--- config.mk ---
export PLATFORM = sky130hd
export DESIGN_NAME = mem_access_stage
export DESIGN_NICKNAME = d
export VERILOG_FILES = /design/src/rtl/mem_access_stage.sv
export SDC_FILE = /design/constraint.sdc
export NUM_CORES = 1
export LEC_CHECK = 0
export BUFFER_PORTS_ARGS = -buffer_cell sky130_fd_sc_hd__buf_2
export CORE_MARGIN = 2
export CORE_UTILIZATION = 42
export CTS_BUF_LIST = sky130_fd_sc_hd__clkbuf_16
export CTS_CLUSTER_SIZE = 40
export DETAILED_ROUTE_END_ITERATION = 8
export GPL_ROUTABILITY_DRIVEN = 0
export MAX_ROUTING_LAYER = met4
export PLACE_DENSITY = 0.79
export SLEW_MARGIN = 40
export SYNTH_ARGS = -nofsm -noshare
export SYNTH_HDL_FRONTEND = slang
export SYNTH_SLANG_ARGS = --single-unit
--- constraint.sdc ---
create_clock -name clk -period 3 [get_ports clk]
set_clock_uncertainty 0.05 [all_clocks]
set_input_delay 0.15 -clock clk [delete_from_list [all_inputs] [get_ports clk]]
set_output_delay 0.15 -clock clk [all_outputs]
set_load 0.01 [all_outputs]
--- src/rtl/mem_access_stage.sv ---
// MEM stage: EX/MEM register, req/ack data-memory access with timeout, MEM/WB drive.
// state | meaning:  IDLE idle or first request cycle | BUSY waiting for ack | DONE result valid, one cycle
module mem_access_stage #(
    parameter int TIMEOUT = 16,
    parameter int CNT_W   = 5
) (
    input  logic        clk,
    input  logic        rst,
    input  logic        RegWriteE,
    input  logic        MemtoRegE,
    input  logic        MemWriteE,
    input  logic [31:0] ALUOutE,
    input  logic [31:0] WriteDataE,
    input  logic [4:0]  WriteRegE,
    input  logic        ValidE,
    output logic        StallM,
    output logic        mem_req,
    output logic        mem_we,
    output logic [31:0] mem_addr,
    output logic [31:0] mem_wdata,
    input  logic        mem_ack,
    input  logic [31:0] mem_rdata,
    output logic        RegWriteM,
    output logic        MemtoRegM,
    output logic [31:0] ReadDataM,
    output logic [31:0] ALUOutM,
    output logic [4:0]  WriteRegM,
    output logic        misalign_err,
    output logic        bus_err
);

    typedef enum logic [1:0] {IDLE = 2'd0, BUSY = 2'd1, DONE = 2'd2} state_t;

    state_t             state_q, state_d;
    logic               regwrite_q, regwrite_d;
    logic               memtoreg_q, memtoreg_d;
    logic               memwrite_q, memwrite_d;
    logic               valid_q, valid_d;
    logic [31:0]        aluout_q, aluout_d;
    logic [31:0]        wdata_q, wdata_d;
    logic [4:0]         wreg_q, wreg_d;
    logic [31:0]        rdata_q, rdata_d;
    logic [CNT_W-1:0]   cnt_q, cnt_d;
    logic               abort_q, abort_d;
    logic               misalign_err_q, misalign_err_d;
    logic               bus_err_q, bus_err_d;

    logic aligned, mem_instr, mem_op, misaligned_mem, stall;

    always_comb begin
        aligned        = (aluout_q[1:0] == 2'b00);
        mem_instr      = valid_q & (memtoreg_q | memwrite_q);
        mem_op         = mem_instr & aligned;
        misaligned_mem = mem_instr & ~aligned;
        stall          = mem_op & (state_q != DONE);

        regwrite_d     = regwrite_q;
        memtoreg_d     = memtoreg_q;
        memwrite_d     = memwrite_q;
        valid_d        = valid_q;
        aluout_d       = aluout_q;
        wdata_d        = wdata_q;
        wreg_d         = wreg_q;
        state_d        = state_q;
        cnt_d          = cnt_q;
        rdata_d        = rdata_q;
        abort_d        = abort_q;
        misalign_err_d = misalign_err_q | misaligned_mem;
        bus_err_d      = bus_err_q;

        if (!stall) begin
            regwrite_d = RegWriteE;
            memtoreg_d = MemtoRegE;
            memwrite_d = MemWriteE;
            valid_d    = ValidE;
            aluout_d   = ALUOutE;
            wdata_d    = WriteDataE;
            wreg_d     = WriteRegE;
        end

        case (state_q)
            IDLE: begin
                if (mem_op) begin
                    if (mem_ack) begin
                        state_d = DONE;
                        if (memtoreg_q) rdata_d = mem_rdata;
                    end else begin
                        state_d = BUSY;
                        cnt_d   = CNT_W'(1);
                    end
                end
            end
            BUSY: begin
                cnt_d = cnt_q + CNT_W'(1);
                // Ack takes priority over a coinciding terminal count.
                if (mem_ack) begin
                    state_d = DONE;
                    if (memtoreg_q) rdata_d = mem_rdata;
                end else if (cnt_q == CNT_W'(TIMEOUT - 1)) begin
                    state_d   = DONE;
                    rdata_d   = 32'd0;
                    bus_err_d = 1'b1;
                    abort_d   = 1'b1;
                end
            end
            DONE: begin
                state_d = IDLE;
                cnt_d   = '0;
                abort_d = 1'b0;
            end
            default: begin
                state_d = IDLE;
                cnt_d   = '0;
                abort_d = 1'b0;
            end
        endcase
    end

    always_ff @(posedge clk or posedge rst) begin
        if (rst) begin
            state_q        <= IDLE;
            regwrite_q     <= 1'b0;
            memtoreg_q     <= 1'b0;
            memwrite_q     <= 1'b0;
            valid_q        <= 1'b0;
            aluout_q       <= 32'd0;
            wdata_q        <= 32'd0;
            wreg_q         <= 5'd0;
            rdata_q        <= 32'd0;
            cnt_q          <= '0;
            abort_q        <= 1'b0;
            misalign_err_q <= 1'b0;
            bus_err_q      <= 1'b0;
        end else begin
            state_q        <= state_d;
            regwrite_q     <= regwrite_d;
            memtoreg_q     <= memtoreg_d;
            memwrite_q     <= memwrite_d;
            valid_q        <= valid_d;
            aluout_q       <= aluout_d;
            wdata_q        <= wdata_d;
            wreg_q         <= wreg_d;
            rdata_q        <= rdata_d;
            cnt_q          <= cnt_d;
            abort_q        <= abort_d;
            misalign_err_q <= misalign_err_d;
            bus_err_q      <= bus_err_d;
        end
    end

    assign StallM       = stall;
    assign mem_req      = stall;
    assign mem_we       = memwrite_q;
    assign mem_addr     = aluout_q;
    assign mem_wdata    = wdata_q;
    assign RegWriteM    = valid_q & regwrite_q & ~stall & ~abort_q & ~misaligned_mem;
    assign MemtoRegM    = valid_q & memtoreg_q & ~stall;
    assign ReadDataM    = rdata_q;
    assign ALUOutM      = aluout_q;
    assign WriteRegM    = wreg_q;
    assign misalign_err = misalign_err_q;
    assign bus_err      = bus_err_q;

endmodule
==> impl_results.md, run 1 <==
- YS warnings: 0
- Die Ht: 115.2 um
- CP max FO: 51
- I/O pin count: 248
- Clock root cell: clkbuf_16
- Nets: 786
- Detailed Route Iter0 Violations: 200
- CTS Buf Count: 17
- Die area: 0.01326 mm2
- Worst Hold Class: in -> reg
- Avg WL per Cell: 15.30 um
- Post-synth cell types: 35
- Startpoint types: register
- Status: finished clean
- Final Cycle Share: 0.8897
- WP data required: 2800 ps
- Clock latency on the worst-skew pair: 410 ps
- Top cell type's share of synthesized area: 0.5545
- Core Box Area: 0.01206 mm2
- Setup bufs post-CTS: 0
- Power Dens Cells: 702.7 mW/mm2
- All-layer global routing usage: 0.2072
- Synth async-reset ratio: 1.000
- Main synth FF type: dfrtp_1
- Share of cells above drive strength 1: 0.5588
- Inserted Diodes: 0
- Starting Density: 0.4303
- Sequential area share after synthesis: 0.5545
- Reg clk slew, reported paths: 50 ps
- Seq cells post-synth: 115
- Final Hold Viols: 0
- Final Instance Count excl. Fillers: 857
- CTS tree: yes
- Most frequent cell after synthesis: dfrtp_1
- Rows: 40
- Rel. slew slack: 0.5875
- DRT Wirelength: 13,110 um
- First-pass GRT wire length: 20,440 um
- Mean Syn Cell Area: 13.59 um2
- Post-Synthesis Cells: 382
- CTS max path bufs: 2
- Area delta synth->final: 47.06%
- Worst EP arrival: 2470 ps
- Die X: 115.2 um
- WS Path Type: reg -> out
- Post-synth EDFFs: 0
- Worst Tran Pin Value: 618.8 ps
- Routed Antenna Nets: 0
- Syn_nets: 492
- CP endpoint kind: output pin
- I/O Buffers: 247
- Post-DR vias/cell: 4.694
- Max VDD drop: 0.3954 mV
- Dominant cell type by area after synthesis: dfrtp_1
- CTS Sinks: 115
- Largest net degree at the start of global routing: 116
- Post-cts resize count: 0
- Leakage: 3.750 nW
- Number of global-route vias before repair: 4,180
- Syn Std Cell Area: 0.005190 mm2
- Initial antenna violation count: 0
- F_max: 374.7 MHz
- Period minus WS final: 2669 ps
- Htree depth: 4
- MaxCap Viol Count: 0
- Hold Buf Count CTS: 75
- Gr ovfl total: 0
- First-pass detailed-route iteration total: 4
- Max-slew violations: 0
- Vias: 4,023
- Setup_tns: 0 ps
- Top cells by area, synth: dfrtp_1, mux2_2, mux2i_1, buf_4, nor2_1
- Dpl cells: 750
- DRC: 0
- Setup violations, final: 0
- Unrepaired setup endpoints after global routing: no
- Hpwl dp: 8220 um
- Commonest cells post-synth: dfrtp_1, mux2_2, buf_4, nor2_1, mux2i_1
worst max-delay path, cell delays in order, from the launching register on:
cell and delay (ps):
dfrtp_1 550, inv_1 200, a2111oi_4 350, buf_4 560, and3b_1 250, buf_2 130
flip-flops by register name, indices dropped and copies added, names as in the netlist:
| name | cells |
|---|---|
| state_q | 2 |
| valid_q | 1 |
| regwrite_q | 1 |
| ReadDataM | 32 |
| misalign_err | 1 |
| memtoreg_q | 1 |
| abort_q | 1 |
| WriteRegM | 5 |
| ALUOutM | 32 |
| mem_wdata | 32 |
| bus_err | 1 |
| mem_we | 1 |
| cnt_q | 5 |
cell type report:
class / count / area [um2]
Tap cell: 168 / 210.2
Multi-Input combinational cell: 208 / 1923
Timing Repair Buffer: 328 / 2044
Clock buffer: 17 / 425.4
Fill cell: 920 / 4429
Sequential cell: 115 / 2879
Clock inverter: 15 / 123.9
Inverter: 6 / 26.28
final timing paths:
| path | start | endpoint | slack [ps] | depth (start not counted) |
|---|---|---|---|---|
| setup / recovery | state_q[0] | MemtoRegM | 330 | 5 |
| hold / removal | mem_rdata[19] | ReadDataM[19] | 50 | 4 |
| setup reg to reg | state_q[1] | ReadDataM[24] | 690 | 4 |
| hold reg to reg | bus_err | bus_err | 400 | 1 |
| max in group asynchronous | rst | memtoreg_q | 1980 | 4 |
| min in group asynchronous | rst | ALUOutM[6] | 420 | 4 |
power by group:
part	internal [mW]	switching, mW
combinational	0.725	0.632
clock	1.19	0.679
sequential	1.88	0.252
total	3.80	1.56
stage by stage:
stage                     setup slack, ps  area [um2]  power [mW]  hold slack, ps  utilization
after CTS                           274.5        7632       5.405           39.57       0.6328
final                               330.8        7632       5.363           54.49       0.6328
after global routing                157.7        7632       5.652           76.00       0.6328
after global placement              775.7        6332       3.370           294.5       0.5250
after detailed placement            716.0        6332       3.442           320.0       0.5250
after floorplan                      1067        5194       2.936           166.8            -
cell families after synthesis:
| kind of cell | Yosys count | share of synthesized area |
|---|---|---|
| multiplexers | 134 | 0.2830 |
| AO/OA/AOI/OAI | 14 | 0.02556 |
| flip-flops | 115 | 0.5545 |
| AND/OR/NAND/NOR | 58 | 0.05593 |
| buffers and inverters | 59 | 0.07618 |
| adder cells (fa/ha/maj) | 2 | 0.004821 |
per-layer routing:
| metal | routed length, um | vias up | GRT usage |
|---|---|---|---|
| met2 | 6848 | 156 | 0.3569 |
| met3 | 754 | 24 | 0.04902 |
| met1 | 5268 | 1953 | 0.2321 |
| met5 | 0 | - | - |
| li1 | - | 1890 | - |
| met4 | 237 | 0 | 0.08353 |
placed cells by master (no fill, tap or decap), drive strengths merged, types with 6 or more instances in the layout:
cell         synthesis  final
buf                 51    253
dfrtp              115    115
mux2               102    102
dlygate4sd3          0     75
nor2                38     38
mux2i               32     32
clkbuf               2     17
clkinv               0     10
inv                  6      6
(Power assumes the default switching activity.)
==> run 2, diff against run 1 <==
- CELL_PAD_IN_SITES_DETAIL_PLACEMENT: unset -> 1
- CELL_PAD_IN_SITES_GLOBAL_PLACEMENT: unset -> 1
- CORE_UTILIZATION: 42 -> 32
- PLACE_DENSITY: 0.79 -> 0.78
==> impl_results.md, run 2 (synthesized netlist as in run 1, its figures left out) <==
- Setup_tns: 0 ps (unchanged)
- WS Path Type: reg -> out
- Setup violations, final: 0 (unchanged)
- Startpoint types: register
- Hpwl dp: 10,220 um (+24%)
- Final Cycle Share: 0.8495 (-0.04025)
- All-layer global routing usage: 0.1950 (-0.01222)
- Nets: 788 (+0.25%)
- Detailed Route Iter0 Violations: 91 (-55%)
- I/O pin count: 248 (unchanged)
- Core Box Area: 0.01589 mm2 (+32%)
- Worst path slowest cell: dfrtp_1
- Rel. slew slack: 0.6249 (+0.03743)
- Clock root cell: clkbuf_16
- Commonest cells after routing, fill and taps aside: buf_2, dfrtp_1, mux2_2
- I/O Buffers: 247 (unchanged)
- R2R cell count: 4 (unchanged)
- F_max: 392.4 MHz (+4.7%)
- CTS max path bufs: 2 (unchanged)
- DRC: 0 (unchanged)
- Max-slew violations: 0 (unchanged)
- Avg WL per Cell: 17.22 um (+13%)
- Hold EP: ReadDataM[28]
- Hold Crit Start: mem_rdata[28]
- Worst Tran Pin Value: 562.6 ps (-56.14 ps)
- Status: finished clean
- Hold Buf Count CTS: 75 (unchanged)
- Worst EP arrival: 2350 ps (-120 ps)
- CTS Buf Count: 17 (unchanged)
- Starting Density: 0.3267 (-0.1036)
- Reg-to-Reg Start: state_q[1]
- Die X: 131.4 um (+14%)
- Vias: 4,108 (+2.1%)
- DRT Wirelength: 15,570 um (+19%)
- Most common cell after layout, fill and taps aside: buf_2
- Reg clk slew, reported paths: 50 ps (about the same)
- Worst-path cell chain: inv_1 > a2111oi_4 > buf_4 > and3b_1 > buf_2
- Period minus WS final: 2548 ps (-120.8 ps)
- Max VDD drop: 0.3339 mV (-16%)
- Initial antenna violation count: 0 (unchanged)
- Leakage: 3.765 nW (+0.41%)
- WP data required: 2800 ps (about the same)
- Worst Hold Class: in -> reg
- Post-cts resize count: 0 (unchanged)
- Gr ovfl total: 0 (unchanged)
- Routed Antenna Nets: 0 (unchanged)
- Htree depth: 4 (unchanged)
- MaxCap Viol Count: 0 (unchanged)
- Share of cells above drive strength 1: 0.5552 (-0.003548)
- Clock latency on the worst-skew pair: 400 ps (about the same)
- Inserted Diodes: 0 (unchanged)
- Die Ht: 131.4 um (+14%)
- R2R Setup Slk: 680 ps (about the same)
- Unrepaired setup endpoints after global routing: no
- CP endpoint kind: output pin
- CTS tree: yes
- Final Hold Viols: 0 (unchanged)
- Worst Hold Depth: 4 (unchanged)
- Number of global-route vias before repair: 4,798 (+15%)
- Area delta synth->final: 48.70%
- Rows: 46 (+15%)
- Post-DR vias/cell: 4.544 (-3.2%)
- Largest net degree at the start of global routing: 51 (-56%)
- Power Dens Cells: 698.7 mW/mm2 (-0.56%)
- CP max FO: 27 (-47%)
- Die area: 0.01725 mm2 (+30%)
- Max stage delay on crit path: 550 ps (about the same)
- CTS Sinks: 115 (unchanged)
- First-pass GRT wire length: 25,780 um (+26%)
- Reg2reg end: ReadDataM[21]
- Setup bufs post-CTS: 0 (unchanged)
- Final Core Density: 0.4858 (-0.1470)
- First-pass detailed-route iteration total: 3 (-1)
==> run 2: power breakdown <==
group,internal [mW],switching (mW)
registers,1.88,0.262
logic,0.733,0.666
clock network,1.18,0.669
==> run 2: how the worst max path moves through the flow <==
stage	startpoint	endpoint	slack, ps	cells past startpoint
CTS	state_q[0]	MemtoRegM	370	5
global placement	state_q[1]	ReadDataM[24]	760	4
floorplan	memtoreg_q	RegWriteM	1070	6
global route	state_q[0]	MemtoRegM	240	5
detailed placement	state_q[1]	ReadDataM[21]	690	4
finish	state_q[0]	MemtoRegM	450	5
==> run 2: routing by layer <==
layer	global-route usage	part of all wire	routed length, um	vias up
li1	-	-	-	1883
met4	0.07669	0.023	354	0
met2	0.3450	0.54	8383	161
met1	0.2067	0.38	5970	2035
met3	0.05440	0.055	859	29
met5	-	0	0	-
==> run 2: metrics by stage <==
step           power (mW)  cell area (um2)  setup WS, ps  cells  hold slack [ps]
6_report            5.392             7717         451.6    904            65.09
5_1_grt             5.687             7717         240.1    904            68.43
4_1_cts             5.462             7717         370.6    904            46.92
3_5_place_dp        3.499             6440         691.2    800            175.3
3_3_place_gp        3.395             6412         762.1    799            301.5
2_1_floorplan       2.936             5194          1067    382            166.8
==> run 2: cell type report <==
cell class	count	area [um2]
multi-input combinational	208	1923
clock inverter	12	101.3
clock buffer	17	425.4
fill	1752	8168
timing repair buffer	330	2092
tap	216	270.3
inverter	6	26.28
sequential	115	2879
==> run 2: critical path, delay by kind of cell, from the launching register on <==
kind	cells	cell delay [ps]
compound gates	1	410
simple gates	1	230
buf+inv	3	750
flops	1	550
==> run 3, diff against run 2 <==
- clock period: 3 -> 2.13 ns (I/O delays scaled with it)
==> impl_results.md, run 3 (synthesized netlist as in run 1, its figures left out) <==
- Area delta synth->final: 54.36%
- Starting Density: 0.3267 (unchanged)
- First-pass GRT wire length: 26,080 um (+1.2%)
- Max stage delay on crit path: 420 ps (-130 ps)
- WS Path Type: reg -> reg
- Worst-path cell chain: buf_4 > a2111oi_4 > buf_4 > buf_16 > mux2_2
- F_max: 499.0 MHz
- Final Instance Count excl. Fillers: 927 (+2.5%)
- Vias: 4,214 (+2.6%)
- Hold_ws: 22.45 ps (-42.64 ps)
- Initial antenna violation count: 0 (unchanged)
- CTS max path bufs: 2 (unchanged)
- Gr ovfl total: 0 (unchanged)
- Final setup margin: 126.1 ps (-325.5 ps)
- Power Dens Cells: 1002 mW/mm2 (+43%)
- Clock root cell: clkbuf_16
- CTS Sinks: 115 (unchanged)
- Inserted Diodes: 0 (unchanged)
- Final Hold Viols: 0 (unchanged)
- DRC: 0 (unchanged)
- Share of cells above drive strength 1: 0.5724 (+0.01720)
- Die X: 131.4 um (unchanged)
- MaxCap Viol Count: 0 (unchanged)
- Clock latency on the worst-skew pair: 410 ps (about the same)
- Worst Tran Pin Value: 688.0 ps (+125.4 ps)
- Crit path buf inv count: 3 (unchanged)
- All-layer global routing usage: 0.1993 (+0.004271)
- Most common cell after layout, fill and taps aside: buf_2
- Worst Hold Class: in -> reg
- Status: finished clean
- I/O Buffers: 247 (unchanged)
- Worst path slowest cell: a2111oi_4
- Dpl cells: 808 (+1.0%)
- CP max FO: 38 (+41%)
- Max-slew violations: 0 (unchanged)
- Number of global-route vias before repair: 4,756 (-0.88%)
- Detailed Route Iter0 Violations: 134 (+47%)
- Rows: 46 (unchanged)
- Post-DR vias/cell: 4.546 (about the same)
- Period minus WS final: 2004 ps
- DRT Wirelength: 16,270 um (+4.5%)
- Startpoint types: register
- Largest net degree at the start of global routing: 45 (-12%)
- Avg WL per Cell: 17.56 um (+1.9%)
- CTS Buf Count: 17 (unchanged)
- Commonest cells after routing, fill and taps aside: buf_2, dfrtp_1, mux2_2
- Unrepaired setup endpoints after global routing: no
- Worst EP arrival: 2240 ps (-110 ps)
- First-pass detailed-route iteration total: 4 (+1)
- Die Ht: 131.4 um (unchanged)
- Htree depth: 4 (unchanged)
- Cell mode on critical path: buf_4
- I/O pin count: 248 (unchanged)
- Max VDD drop: 0.5119 mV (+53%)
- WP data required: 2370 ps (-430 ps)
- Hpwl dp: 10,300 um (+0.83%)
- Core Box Area: 0.01589 mm2 (unchanged)
- Final Cycle Share: 0.9408
- Top delay family on crit path: buffers and inverters
- Setup violations, final: 0 (unchanged)
- Routed Antenna Nets: 0 (unchanged)
- CTS tree: yes
- Die area: 0.01725 mm2 (unchanged)
- Reg clk slew, reported paths: 50 ps (about the same)
- Rel. slew slack: 0.5404 (-0.08454)
- Leakage: 3.913 nW (+3.9%)
- Nets: 808 (+2.5%)
- Place WS: -115.0 ps (-806.2 ps)
- CP endpoint kind: register
## run 3: metrics by stage
stage | total power [mW] | util | TNS (ps) | cell area, um2
6_report | 8.024 | 0.5043 | 0 | 8011
2_1_floorplan | 4.136 | - | 0 | 5194
3_5_place_dp | 4.991 | 0.4092 | -1775 | 6500
4_1_cts | 8.106 | 0.5010 | 0 | 7959
5_1_grt | 8.453 | 0.5043 | 0 | 8011
3_3_place_gp | 4.831 | 0.4082 | -6368 | 6485
## run 3: layout make-up
cell class | count | area (um2)
flip-flops and latches | 115 | 2880
clock buffers | 17 | 425.4
multi-input cells | 208 | 1931
well taps | 216 | 270.3
clock inverters | 15 | 172.7
fillers | 1748 | 7874
inverters | 6 | 26.28
repair buffers | 350 | 2306
## run 3: tightest hold or removal path, stage by stage
cell,delay (ps)
buf_2,80
mux2i_1,60
nor2_1,80
mux2_1,120
## run 3: what timing repair did
item	4_1_cts	5_1_grt
endpoints found under the hold margin	103	0
resized for setup	3	3
hold buffers	76	0
pin swaps	2	1
gates cloned	2	1
endpoints found under the setup margin	21	32
buffers inserted	4	4
## run 3: power by group
part | total (mW) | leakage, nW | switching (mW) | internal [mW]
clock network | 2.90 | 0.295 | 0.981 | 1.92
logic | 2.13 | 2.25 | 1.01 | 1.12
registers | 3.00 | 1.37 | 0.345 | 2.65
total | 8.02 | 3.91 | 2.34 | 5.69
## run 3: metal layers
metal  part of all wire  up-vias  GRT usage  routed length [um]
li1                   -     1932          -                   -
met1               0.38     2080     0.2164                6238
met2               0.54      168     0.3500                8750
met3              0.051       34    0.05324                 834
met4              0.028        0    0.07488                 451
met5                  0        -          -                   0
## run 3: final timing paths
check                              startpoint            end  slack [ps]  depth (start not counted)
worst max-delay path               ALUOutM[0]    ALUOutM[10]         130                          5
worst min-delay path            mem_rdata[28]  ReadDataM[28]          20                          4
worst max register to register     ALUOutM[0]    ALUOutM[10]         130                          5
worst min register to register        bus_err        bus_err         400                          1
max in group asynchronous                 rst     memtoreg_q        1050                          4
min in group asynchronous                 rst    ALUOutM[30]         310                          3
